File: src/rtl/game_pkg.sv
// game_pkg: shared game states, board constants and colours for the brick-breaker blocks
package game_pkg;

    typedef enum logic [2:0] {
        IDLE      = 3'd0,
        SERVE     = 3'd1,
        PLAY      = 3'd2,
        MISS      = 3'd3,
        WIN       = 3'd4,
        GAME_OVER = 3'd5
    } state_t;

    localparam int NUM_BLOCKS_X = 14;
    localparam int NUM_BLOCKS_Y = 4;
    localparam int NUM_BLOCKS   = NUM_BLOCKS_X * NUM_BLOCKS_Y;
    localparam int MAX_LIVES    = 3;

    localparam logic [11:0] COLOR_BG     = 12'h000;
    localparam logic [11:0] COLOR_BALL   = 12'hFFF;
    localparam logic [11:0] COLOR_PADDLE = 12'h0AF;
    localparam logic [11:0] COLOR_BRICK  = 12'hF80;

endpackage

File: src/rtl/game_sequencer_tick_divider.sv
// tick_divider: one-cycle tick every DIV enabled cycles; counter freezes while disabled
module tick_divider #(
    parameter int DIV = 4
) (
    input  logic clk,
    input  logic rst,
    input  logic en,
    input  logic clr,
    output logic tick
);

    localparam int CW = DIV > 1 ? $clog2(DIV) : 1;
    localparam logic [CW-1:0] LAST = CW'(DIV - 1);

    logic [CW-1:0] cnt;

    // count enabled cycles, pulse tick on wrap, restart from zero on clr
    always_ff @(posedge clk) begin
        if (!rst || clr) begin
            cnt  <= '0;
            tick <= 1'b0;
        end else if (en) begin
            cnt  <= (cnt == LAST) ? '0 : cnt + 1'b1;
            tick <= cnt == LAST;
        end else begin
            tick <= 1'b0;
        end
    end

endmodule

File: src/rtl/game_sequencer.sv
// game_sequencer: game-flow FSM with serve/end delays, lives, score and ball step pacing
module game_sequencer
    import game_pkg::*;
#(
    parameter int TICK_DIV    = 750000,
    parameter int SERVE_DELAY = 50000000,
    parameter int END_HOLD    = 100000000,
    parameter int MAX_LIVES   = game_pkg::MAX_LIVES,
    parameter int NUM_BLOCKS  = game_pkg::NUM_BLOCKS
) (
    input  logic        clk,
    input  logic        rst,
    input  logic        start_btn,
    input  logic        miss_evt,
    input  logic        brick_hit,
    output logic        move_tick,
    output logic        ball_reset,
    output logic        blocks_reset,
    output logic [3:0]  lives,
    output logic [15:0] score,
    output logic [2:0]  game_state,
    output logic        play_active
);

    localparam int DW = $clog2((SERVE_DELAY > END_HOLD ? SERVE_DELAY : END_HOLD) + 1);

    state_t        state;
    logic [DW-1:0] dcnt;
    logic          start_q;
    logic [15:0]   score_inc;
    logic          start_rise, delay_done, hold_done, win_now, go_play, stay_play;

    assign start_rise = start_btn & ~start_q;
    assign score_inc  = (score == 16'hFFFF) ? score : score + 16'd1;
    assign win_now    = brick_hit && score_inc == 16'(NUM_BLOCKS);
    assign delay_done = dcnt == DW'(SERVE_DELAY - 1);
    assign hold_done  = dcnt == DW'(END_HOLD - 1);
    assign go_play    = (state == SERVE || state == MISS) && (start_rise || delay_done);
    // the step counter only advances while PLAY persists, so no tick leaks into the next state
    assign stay_play  = state == PLAY && !win_now && !miss_evt;
    assign game_state = state;

    tick_divider #(.DIV(TICK_DIV)) u_tick (
        .clk  (clk),
        .rst  (rst),
        .en   (stay_play),
        .clr  (go_play),
        .tick (move_tick)
    );

    // game state machine with inline delay counter and lives/score bookkeeping
    always_ff @(posedge clk) begin
        if (!rst) begin
            state        <= IDLE;
            lives        <= 4'(MAX_LIVES);
            score        <= '0;
            dcnt         <= '0;
            start_q      <= start_btn;
            ball_reset   <= 1'b0;
            blocks_reset <= 1'b0;
            play_active  <= 1'b0;
        end else begin
            start_q      <= start_btn;
            ball_reset   <= 1'b0;
            blocks_reset <= 1'b0;
            case (state)
                IDLE, WIN, GAME_OVER: begin
                    if (start_rise) begin
                        state        <= SERVE;
                        lives        <= 4'(MAX_LIVES);
                        score        <= '0;
                        dcnt         <= '0;
                        ball_reset   <= 1'b1;
                        blocks_reset <= 1'b1;
                    end else if (state != IDLE && hold_done) begin
                        state <= IDLE;
                        dcnt  <= '0;
                    end else if (state != IDLE) begin
                        dcnt <= dcnt + 1'b1;
                    end
                end
                SERVE, MISS: begin
                    if (go_play) begin
                        state       <= PLAY;
                        dcnt        <= '0;
                        play_active <= 1'b1;
                    end else begin
                        dcnt <= dcnt + 1'b1;
                    end
                end
                PLAY: begin
                    if (brick_hit) score <= score_inc;
                    if (win_now) begin
                        state       <= WIN;
                        play_active <= 1'b0;
                    end else if (miss_evt) begin
                        lives       <= lives - 4'd1;
                        play_active <= 1'b0;
                        if (lives == 4'd1) begin
                            state <= GAME_OVER;
                        end else begin
                            state      <= MISS;
                            ball_reset <= 1'b1;
                        end
                    end
                end
                default: begin
                    state       <= IDLE;
                    dcnt        <= '0;
                    play_active <= 1'b0;
                end
            endcase
        end
    end

endmodule

File: config.mk
export PLATFORM = sky130hd
export DESIGN_NAME = game_sequencer
export DESIGN_NICKNAME = d
export VERILOG_FILES = /design/src/rtl/game_pkg.sv /design/src/rtl/game_sequencer_tick_divider.sv /design/src/rtl/game_sequencer.sv
export SDC_FILE = /design/constraint.sdc
export NUM_CORES = 1
export LEC_CHECK = 0
export ABC_CLOCK_PERIOD_IN_PS = 3700
export BUFFER_PORTS_ARGS = -buffer_cell sky130_fd_sc_hd__buf_2
export CELL_PAD_IN_SITES_DETAIL_PLACEMENT = 0
export CELL_PAD_IN_SITES_GLOBAL_PLACEMENT = 1
export CORE_AREA = 2 2 97 146
export DETAILED_ROUTE_END_ITERATION = 10
export DIE_AREA = 0 0 99 148
export PLACE_DENSITY = 0.58
export SYNTH_ARGS = -nofsm -noshare
export SYNTH_HDL_FRONTEND = slang
export SYNTH_HIERARCHICAL = 1
export SYNTH_SLANG_ARGS = --single-unit
File: constraint.sdc
create_clock -name clk -period 3.7 [get_ports clk]
set_clock_uncertainty 0.05 [all_clocks]
set_input_delay 0.185 -clock clk [delete_from_list [all_inputs] [get_ports clk]]
set_output_delay 0.185 -clock clk [all_outputs]
set_load 0.03 [all_outputs]
After elaboration in Yosys (flattened, before gate mapping)
Index checks and enable logic that the tools add are counted.
{"block": "word_totals", "n_memories": 0, "mem_bits_rw": 0, "wordCells": 91, "romBits": 0, "latch_bits": 0, "reg_bits": 75}
{"block": "op_classes", "reduce_logical": 23, "shifts": 0, "n_addsub": 4, "n_mul": 0, "n_eq_ne": 19, "muxes": 30, "n_div": 0, "n_lt_le_gt_ge": 0, "bitwise_logic": 5}
{"operator": "two-way mux 27 bit", "count": 4}
{"operator": "case mux 27 bit (3 select lines)", "count": 1}
{"operator": "two-way mux 16 bit", "count": 3}
{"operator": "case mux 16 bit (2 select lines)", "count": 1}
{"operator": "adder 27 x 1 -> 27 bit, second input constant", "count": 1}
{"operator": "equality test 27 x 26 -> 1 bit, second input constant", "count": 1}
{"operator": "equality test 27 bit, second input constant", "count": 1}
{"operator": "adder 20 x 1 -> 20 bit, second input constant", "count": 1}
{"operator": "equality test 20 bit, second input constant", "count": 1}
{"operator": "two-way mux 20 bit", "count": 1}
{"operator": "two-way mux 3 bit", "count": 6}
{"operator": "adder 16 x 1 -> 16 bit, second input constant", "count": 1}
{"operator": "equality test 16 bit, second input constant", "count": 1}
{"operator": "equality test 16 x 6 -> 1 bit, second input constant", "count": 1}
{"operator": "two-way mux 4 bit", "count": 3}
{"operator": "case mux 3 bit (3 select lines)", "count": 1}
{"operator": "AND reduction 3 bit", "count": 3}
{"operator": "!= test 2 bit, second input constant", "count": 4}
{"operator": "case mux 4 bit (2 select lines)", "count": 1}
{"operator": "two-way mux 1 bit", "count": 7}
{"operator": "equality test 3 x 2 -> 1 bit, second input constant", "count": 2}
{"operator": "equality test 3 bit, second input constant", "count": 2}
{"operator": "!= test 3 bit, second input constant", "count": 2}
{"operator": "logical AND 1 bit", "count": 5}
{"operator": "18 further kinds", "count": 27}

Longest topological paths before layout
{"block": "logic_depth", "ltp_word": 9, "ltp_mapped": 14, "depth_no_buf": 12}

Modules after synthesis
Netlist, hierarchy kept.
{"mod": "game_sequencer", "area_each_um2": 2979.1, "cells_each": 382, "instances": 1}
{"mod": "tick_divider", "area_each_um2": 975.9, "cells_each": 114, "instances": 1}

Worst setup path before layout
Ideal clock, no wire load.
{"block": "synth_timing", "kind": "register to register", "startpoint": "reg score[0]", "endpoint": "reg u_tick.cnt[19]", "period_less_slack_ns": 4.142, "t_required_ns": 3.579, "arrival_time_ns": 4.022, "n_path_buf": 2, "setup_ns": 0.071, "setup_slack_ns": -0.442, "stages_incl_launch_ff": 15, "cell_sequence": "dfxtp_1 > ha_1 > nand3_1 > or4_4 > and4_1 > o21ai_2 > nor3_2 > or2_2 > nor2_1 > buf_2 > nand4_4 > or4_1 > buf_2 > or4_1 > a21oi_1"}
{"block": "synth_via", "elab_chain_cells": 7, "word_cells_on_any_way": 8, "classes_between": "add/sub (1); eq/ne (2); mux (1); reduce/logical (4)"}
{"element": "start, declared", "line_no": "game_sequencer.sv:20", "source": "output logic [15:0] score,"}
{"element": "start signal, assigned", "line_no": "game_sequencer.sv:92", "source": "if (brick_hit) score <= score_inc;"}
{"element": "adder 16 x 1 -> 16 bit or equality test 16 bit (tied branches)", "line_no": "game_sequencer.sv:34", "source": "assign score_inc = (score == 16'hFFFF) ? score : score + 16'd1;"}
{"element": "two-way mux 16 bit *", "line_no": "game_sequencer.sv:34"}
{"element": "equality test 16 x 6 -> 1 bit *", "line_no": "game_sequencer.sv:35", "source": "assign win_now = brick_hit && score_inc == 16'(NUM_BLOCKS);"}
{"element": "logical AND 1 bit *", "line_no": "game_sequencer.sv:35"}
{"element": "logical NOT 1 bit *", "line_no": "game_sequencer.sv:40", "source": "assign stay_play = state == PLAY && !win_now && !miss_evt;"}
{"element": "logical AND 1 bit * (2 in a row)", "line_no": "game_sequencer.sv:40"}
{"element": "net stay_play", "line_no": "game_sequencer.sv:31", "source": "logic start_rise, delay_done, hold_done, win_now, go_play, stay_play;"}
{"element": "end signal, assigned", "line_no": "game_sequencer_tick_divider.sv:23", "source": "cnt <= (cnt == LAST) ? '0 : cnt + 1'b1;"}
{"element": "end, declared", "line_no": "game_sequencer_tick_divider.sv:15", "source": "logic [CW-1:0] cnt;"}
Mark *: on every way through the listed nets, which the timed path passes. The rest lies on a longest branch.
A chain may end at the register's enable or synchronous reset.

Worst setup path after layout
Same ends and word-level chain as after synthesis.

==> flow_results.xml <==
<?xml version="1.0" encoding="UTF-8"?>
<metrics>
  <group name="global_route">
    <metric name="grt_pass1_wl" unit="mm">18.6</metric>
    <metric name="gr_overflow_total" unit="">0</metric>
    <metric name="antenna_violations_before_repair" unit="">0</metric>
    <metric name="grtUsageTotal" unit="%">15.9</metric>
    <metric name="vias_in_the_first_global_route" unit="">3766</metric>
    <metric name="maximum_number_of_pins_on_one_net_before_global_route_repair" unit="">27</metric>
  </group>
  <group name="floorplan">
    <metric name="io_pins" unit="">32</metric>
    <metric name="std_cell_rows" unit="">52</metric>
    <metric name="dieHeight" unit="um">148</metric>
    <metric name="floorplan_die_width" unit="um">99</metric>
    <metric name="initial_core_util" unit="%">29.7</metric>
    <metric name="floorplan.core_area" unit="sq mm">0.0133</metric>
    <metric name="design.die.area" unit="sq mm">0.0147</metric>
  </group>
  <group name="route">
    <metric name="wirelength" unit="mm">11.3</metric>
    <metric name="avgViaCountPerCell" unit="">5.33</metric>
    <metric name="highest_routing_layer_actually_used" unit="">met4</metric>
    <metric name="dr_total_vias" unit="">3807</metric>
    <metric name="routed_met2_length" unit="mm">5.96</metric>
    <metric name="firstDrtPassIters" unit="">4</metric>
    <metric name="sum_of_met3_wire_segment_lengths_after_detailed_routing" unit="um">414</metric>
    <metric name="routedWlPerCell" unit="um">15.9</metric>
    <metric name="drtIter0Drc" unit="">192</metric>
    <metric name="drc" unit="">0</metric>
    <metric name="ant_nets" unit="">0</metric>
    <metric name="detailed_route_wire_length_on_metal_1" unit="mm">4.64</metric>
  </group>
  <group name="pwr">
    <metric name="finalPower" unit="mW">1.97</metric>
    <metric name="vdd.ir_drop.worst" unit="V">0.000195</metric>
    <metric name="pwr_density_cell" unit="mW/mm^2">406</metric>
    <metric name="leakage_power" unit="nW">1.70</metric>
  </group>
  <group name="min_path">
    <metric name="hold_path_depth" unit="">2</metric>
    <metric name="min_delay_worst_endpoint" unit="">lives[1]</metric>
    <metric name="hold_path_startpoint" unit="">rst</metric>
    <metric name="hold_class" unit="">input port to flop</metric>
  </group>
  <group name="job">
    <metric name="cap_viol_max_count" unit="">0</metric>
  </group>
  <group name="final_layout">
    <metric name="num-nets-final" unit="">556</metric>
    <metric name="filler_cell_count" unit="">1413</metric>
    <metric name="drive_gt1_share" unit="%">19.2</metric>
    <metric name="areaGrowthSynthToFinish" unit="%">22.3</metric>
    <metric name="area_taken_by_flip_flops_and_latches" unit="sq mm">0.00153</metric>
    <metric name="multi_input_comb_area" unit="sq mm">0.00236</metric>
    <metric name="final_cells" unit="">714</metric>
    <metric name="final_area" unit="sq mm">0.00484</metric>
  </group>
  <group name="placed_design">
    <metric name="gpl.final_weighted_congestion" unit="">0.835</metric>
    <metric name="hpwl" unit="mm">8.40</metric>
    <metric name="postPlaceCellArea" unit="sq mm">0.00447</metric>
    <metric name="place.port_buffers" unit="">31</metric>
    <metric name="post-place-ws" unit="ns">0.0470</metric>
    <metric name="dp.cells" unit="">695</metric>
  </group>
  <group name="synthesis">
    <metric name="synth_seq_cells" unit="">75</metric>
    <metric name="synth_largest_area_cell" unit="">sky130_fd_sc_hd__dfxtp_1</metric>
    <metric name="synth_common_cells" unit="">75 x sky130_fd_sc_hd__dfxtp_1, 70 x sky130_fd_sc_hd__nor2_1, 46 x sky130_fd_sc_hd__nand2_1</metric>
    <metric name="synth-edff-count" unit="">0</metric>
    <metric name="synth_sequential_area_ratio" unit="%">38.0</metric>
    <metric name="syn-instance-count" unit="">496</metric>
    <metric name="synth_top_cell_area_share" unit="%">38.0</metric>
    <metric name="async_flop_share" unit="%">0</metric>
    <metric name="post_synth.cell_area_avg" unit="sq um">7.97</metric>
    <metric name="synthFlopType" unit="">sky130_fd_sc_hd__dfxtp_1</metric>
    <metric name="yosysMostFrequentCell" unit="">sky130_fd_sc_hd__dfxtp_1</metric>
    <metric name="yosysWarningCount" unit="">6</metric>
    <metric name="synthesis.area" unit="sq mm">0.00396</metric>
    <metric name="syn_nets" unit="">506</metric>
    <metric name="yosys-top-cells-area" unit="">sky130_fd_sc_hd__dfxtp_1 38%, sky130_fd_sc_hd__nor2_1 6.6%, sky130_fd_sc_hd__xor2_1 4.4%</metric>
    <metric name="ys_types" unit="">57</metric>
  </group>
  <group name="setup_path">
    <metric name="regToRegSetupSlack" unit="ns">0.24</metric>
    <metric name="critPathTopFamily" unit="">simple AND/OR/NAND/NOR gates</metric>
    <metric name="cp_common_cell" unit="">sky130_fd_sc_hd__or4_4</metric>
    <metric name="startpoint_type" unit="">flop</metric>
    <metric name="crit_required" unit="ns">3.91</metric>
    <metric name="worst-r2r-cell-count" unit="">12</metric>
    <metric name="crit_buf_inv" unit="">0</metric>
    <metric name="critical_path.max_stage_delay" unit="ns">0.58</metric>
    <metric name="critPathSlowestCell" unit="">sky130_fd_sc_hd__or4_4</metric>
    <metric name="cp_cell_sequence" unit="">ha_4 -&gt; nand3_2 -&gt; or4_4 -&gt; and4_1 -&gt; o21ai_2 -&gt; nor3_2 -&gt; or2_2 -&gt; nor2_4 -&gt; nand4_4 -&gt; or4_4 -&gt; or4_1 -&gt; a21oi_1</metric>
    <metric name="critPathArrivalTime" unit="ns">3.68</metric>
    <metric name="rr_startpoint" unit="">score[0]</metric>
    <metric name="timing_worst_setup_path_type" unit="">flop to flop</metric>
    <metric name="critical_path.endpoint_type" unit="">flop</metric>
    <metric name="cp_max_fo" unit="">9</metric>
    <metric name="critical_path.reg2reg.endpoint" unit="">u_tick/cnt[19]</metric>
  </group>
  <group name="clock_network">
    <metric name="numClockSinks" unit="">75</metric>
    <metric name="clock_tree.htree_level_count" unit="">3</metric>
    <metric name="clk_pin_slew_worst_paths" unit="ns">0.06</metric>
    <metric name="cts_inserted_buffers" unit="">9</metric>
    <metric name="clock_path_buffers" unit="">2</metric>
    <metric name="ctsRootBufferMaster" unit="">sky130_fd_sc_hd__clkbuf_16</metric>
    <metric name="tritoncts" unit="">yes</metric>
    <metric name="clock_insertion_delay_worst_skew" unit="ns">0.34</metric>
  </group>
  <group name="timing">
    <metric name="grt_setup_unrepaired" unit="">false</metric>
    <metric name="hold_viol_final" unit="">0</metric>
    <metric name="report.final.slew_viol_count" unit="">0</metric>
    <metric name="count_of_endpoints_failing_setup_in_the_final_report" unit="">0</metric>
    <metric name="period_share" unit="%">93.6</metric>
    <metric name="crit_path_setup_slack_layout" unit="ns">0.235</metric>
    <metric name="worst_slew_margin_rel" unit="%">48.2</metric>
    <metric name="fin_tns_setup" unit="ns">0</metric>
    <metric name="tightestPinTransition" unit="ns">0.770</metric>
    <metric name="max_freq" unit="GHz">0.289</metric>
    <metric name="min_period" unit="ns">3.46</metric>
  </group>
  <group name="outcome">
    <metric name="outcome" unit="">complete, no violations</metric>
  </group>
</metrics>
worst max path at each step:
stage	start	to	depth (start not counted)
after floorplan	score[0]	u_tick/cnt[19]	14
after global placement	score[0]	u_tick/cnt[19]	12
after detailed placement	score[0]	u_tick/cnt[19]	12
after CTS	score[0]	u_tick/cnt[19]	12
after global routing	score[0]	u_tick/cnt[19]	12
final	score[0]	u_tick/cnt[19]	12
area by class of cell:
| cell class | instances | area share, % |
|---|---|---|
| clock inverters | 3 | 0.880 |
| multi-input cells | 385 | 48.7 |
| inverters | 17 | 1.32 |
| well taps | 162 | 4.19 |
| diodes | 1 | 0.0517 |
| flip-flops and latches | 75 | 31.5 |
| repair buffers | 58 | 7.45 |
| clock buffers | 13 | 5.82 |
cell usage in the layout (no fill, tap or decap), types with 4 or more instances in the layout:
master and instances:
sky130_fd_sc_hd__nor4_1 8, sky130_fd_sc_hd__nor3_1 12, sky130_fd_sc_hd__inv_1 17, sky130_fd_sc_hd__nand4_1 17, sky130_fd_sc_hd__clkbuf_16 10, sky130_fd_sc_hd__buf_2 31, sky130_fd_sc_hd__nand2_1 46, sky130_fd_sc_hd__nand3_1 23
sky130_fd_sc_hd__xnor2_1 19, sky130_fd_sc_hd__ha_1 4, sky130_fd_sc_hd__buf_4 26, sky130_fd_sc_hd__nand2b_1 4, sky130_fd_sc_hd__o21ai_0 22, sky130_fd_sc_hd__a21oi_1 32, sky130_fd_sc_hd__or4_4 4, sky130_fd_sc_hd__dfxtp_2 10
sky130_fd_sc_hd__or3_1 12, sky130_fd_sc_hd__or4_1 5, sky130_fd_sc_hd__and4_1 4, sky130_fd_sc_hd__nor4_2 4, sky130_fd_sc_hd__and3_1 9, sky130_fd_sc_hd__a31oi_1 10, sky130_fd_sc_hd__xor2_1 20, sky130_fd_sc_hd__nor2_1 69
sky130_fd_sc_hd__dfxtp_1 62
cells by family (layout without fill, tap and decap cells):
logic type      after synthesis  after routing  synth area share, %
buf+inv                      36             91                 3.57
other cells                   0              1                    0
xor+xnor                     39             39                 8.64
fa+ha+maj                     5              5                 1.58
flops                        75             75                 38.0
mux                           3              3                0.759
simple gates                245            245                 33.1
compound gates               93             93                 14.4
stage by stage:
stage                     utilization (%)  hold WS, ns
after floorplan                         -        0.163
after CTS                            36.0        0.129
after global routing                 36.2        0.169
after global placement               33.5        0.271
final                                36.3        0.169
after detailed placement             33.5        0.277
worst register-to-register path, delay by kind of cell, from the launching register on:
kind                     cells  cell delay (ns)
AO/OA/AOI/OAI                2             0.32
adder cells (fa/ha/maj)      1             0.15
AND/OR/NAND/NOR              9             2.47
flip-flops                   1             0.40
per-layer routing:
metal / vias to the layer above / track usage, %
met1: 1815 / 17.5
met5: - / 0
met4: 0 / 7.60
met3: 23 / 3.36
li1: 1891 / -
met2: 78 / 28.7
state kept, by name, indices dropped and copies added (netlist names):
| name | cells |
|---|---|
| dcnt | 27 |
| u_tick/cnt | 20 |
| score | 16 |
| lives | 4 |
| game_state | 3 |
| ball_reset | 1 |
| blocks_reset | 1 |
| play_active | 1 |
| start_q | 1 |
| u_tick/tick | 1 |
where the power goes:
group          switching [mW]  internal, mW
Clock                   0.339         0.599
Combinational           0.129        0.0582
Sequential             0.0219         0.819
what timing repair did:
action | 4_1_cts | 5_1_grt
setup endpoints to repair | 0 | 20
hold buffers | 1 | 0
endpoints found under the hold margin | 1 | 0
gates resized for setup | 0 | 5
setup buffers | 0 | 1
Note: power is estimated with default switching activity, not from simulation.
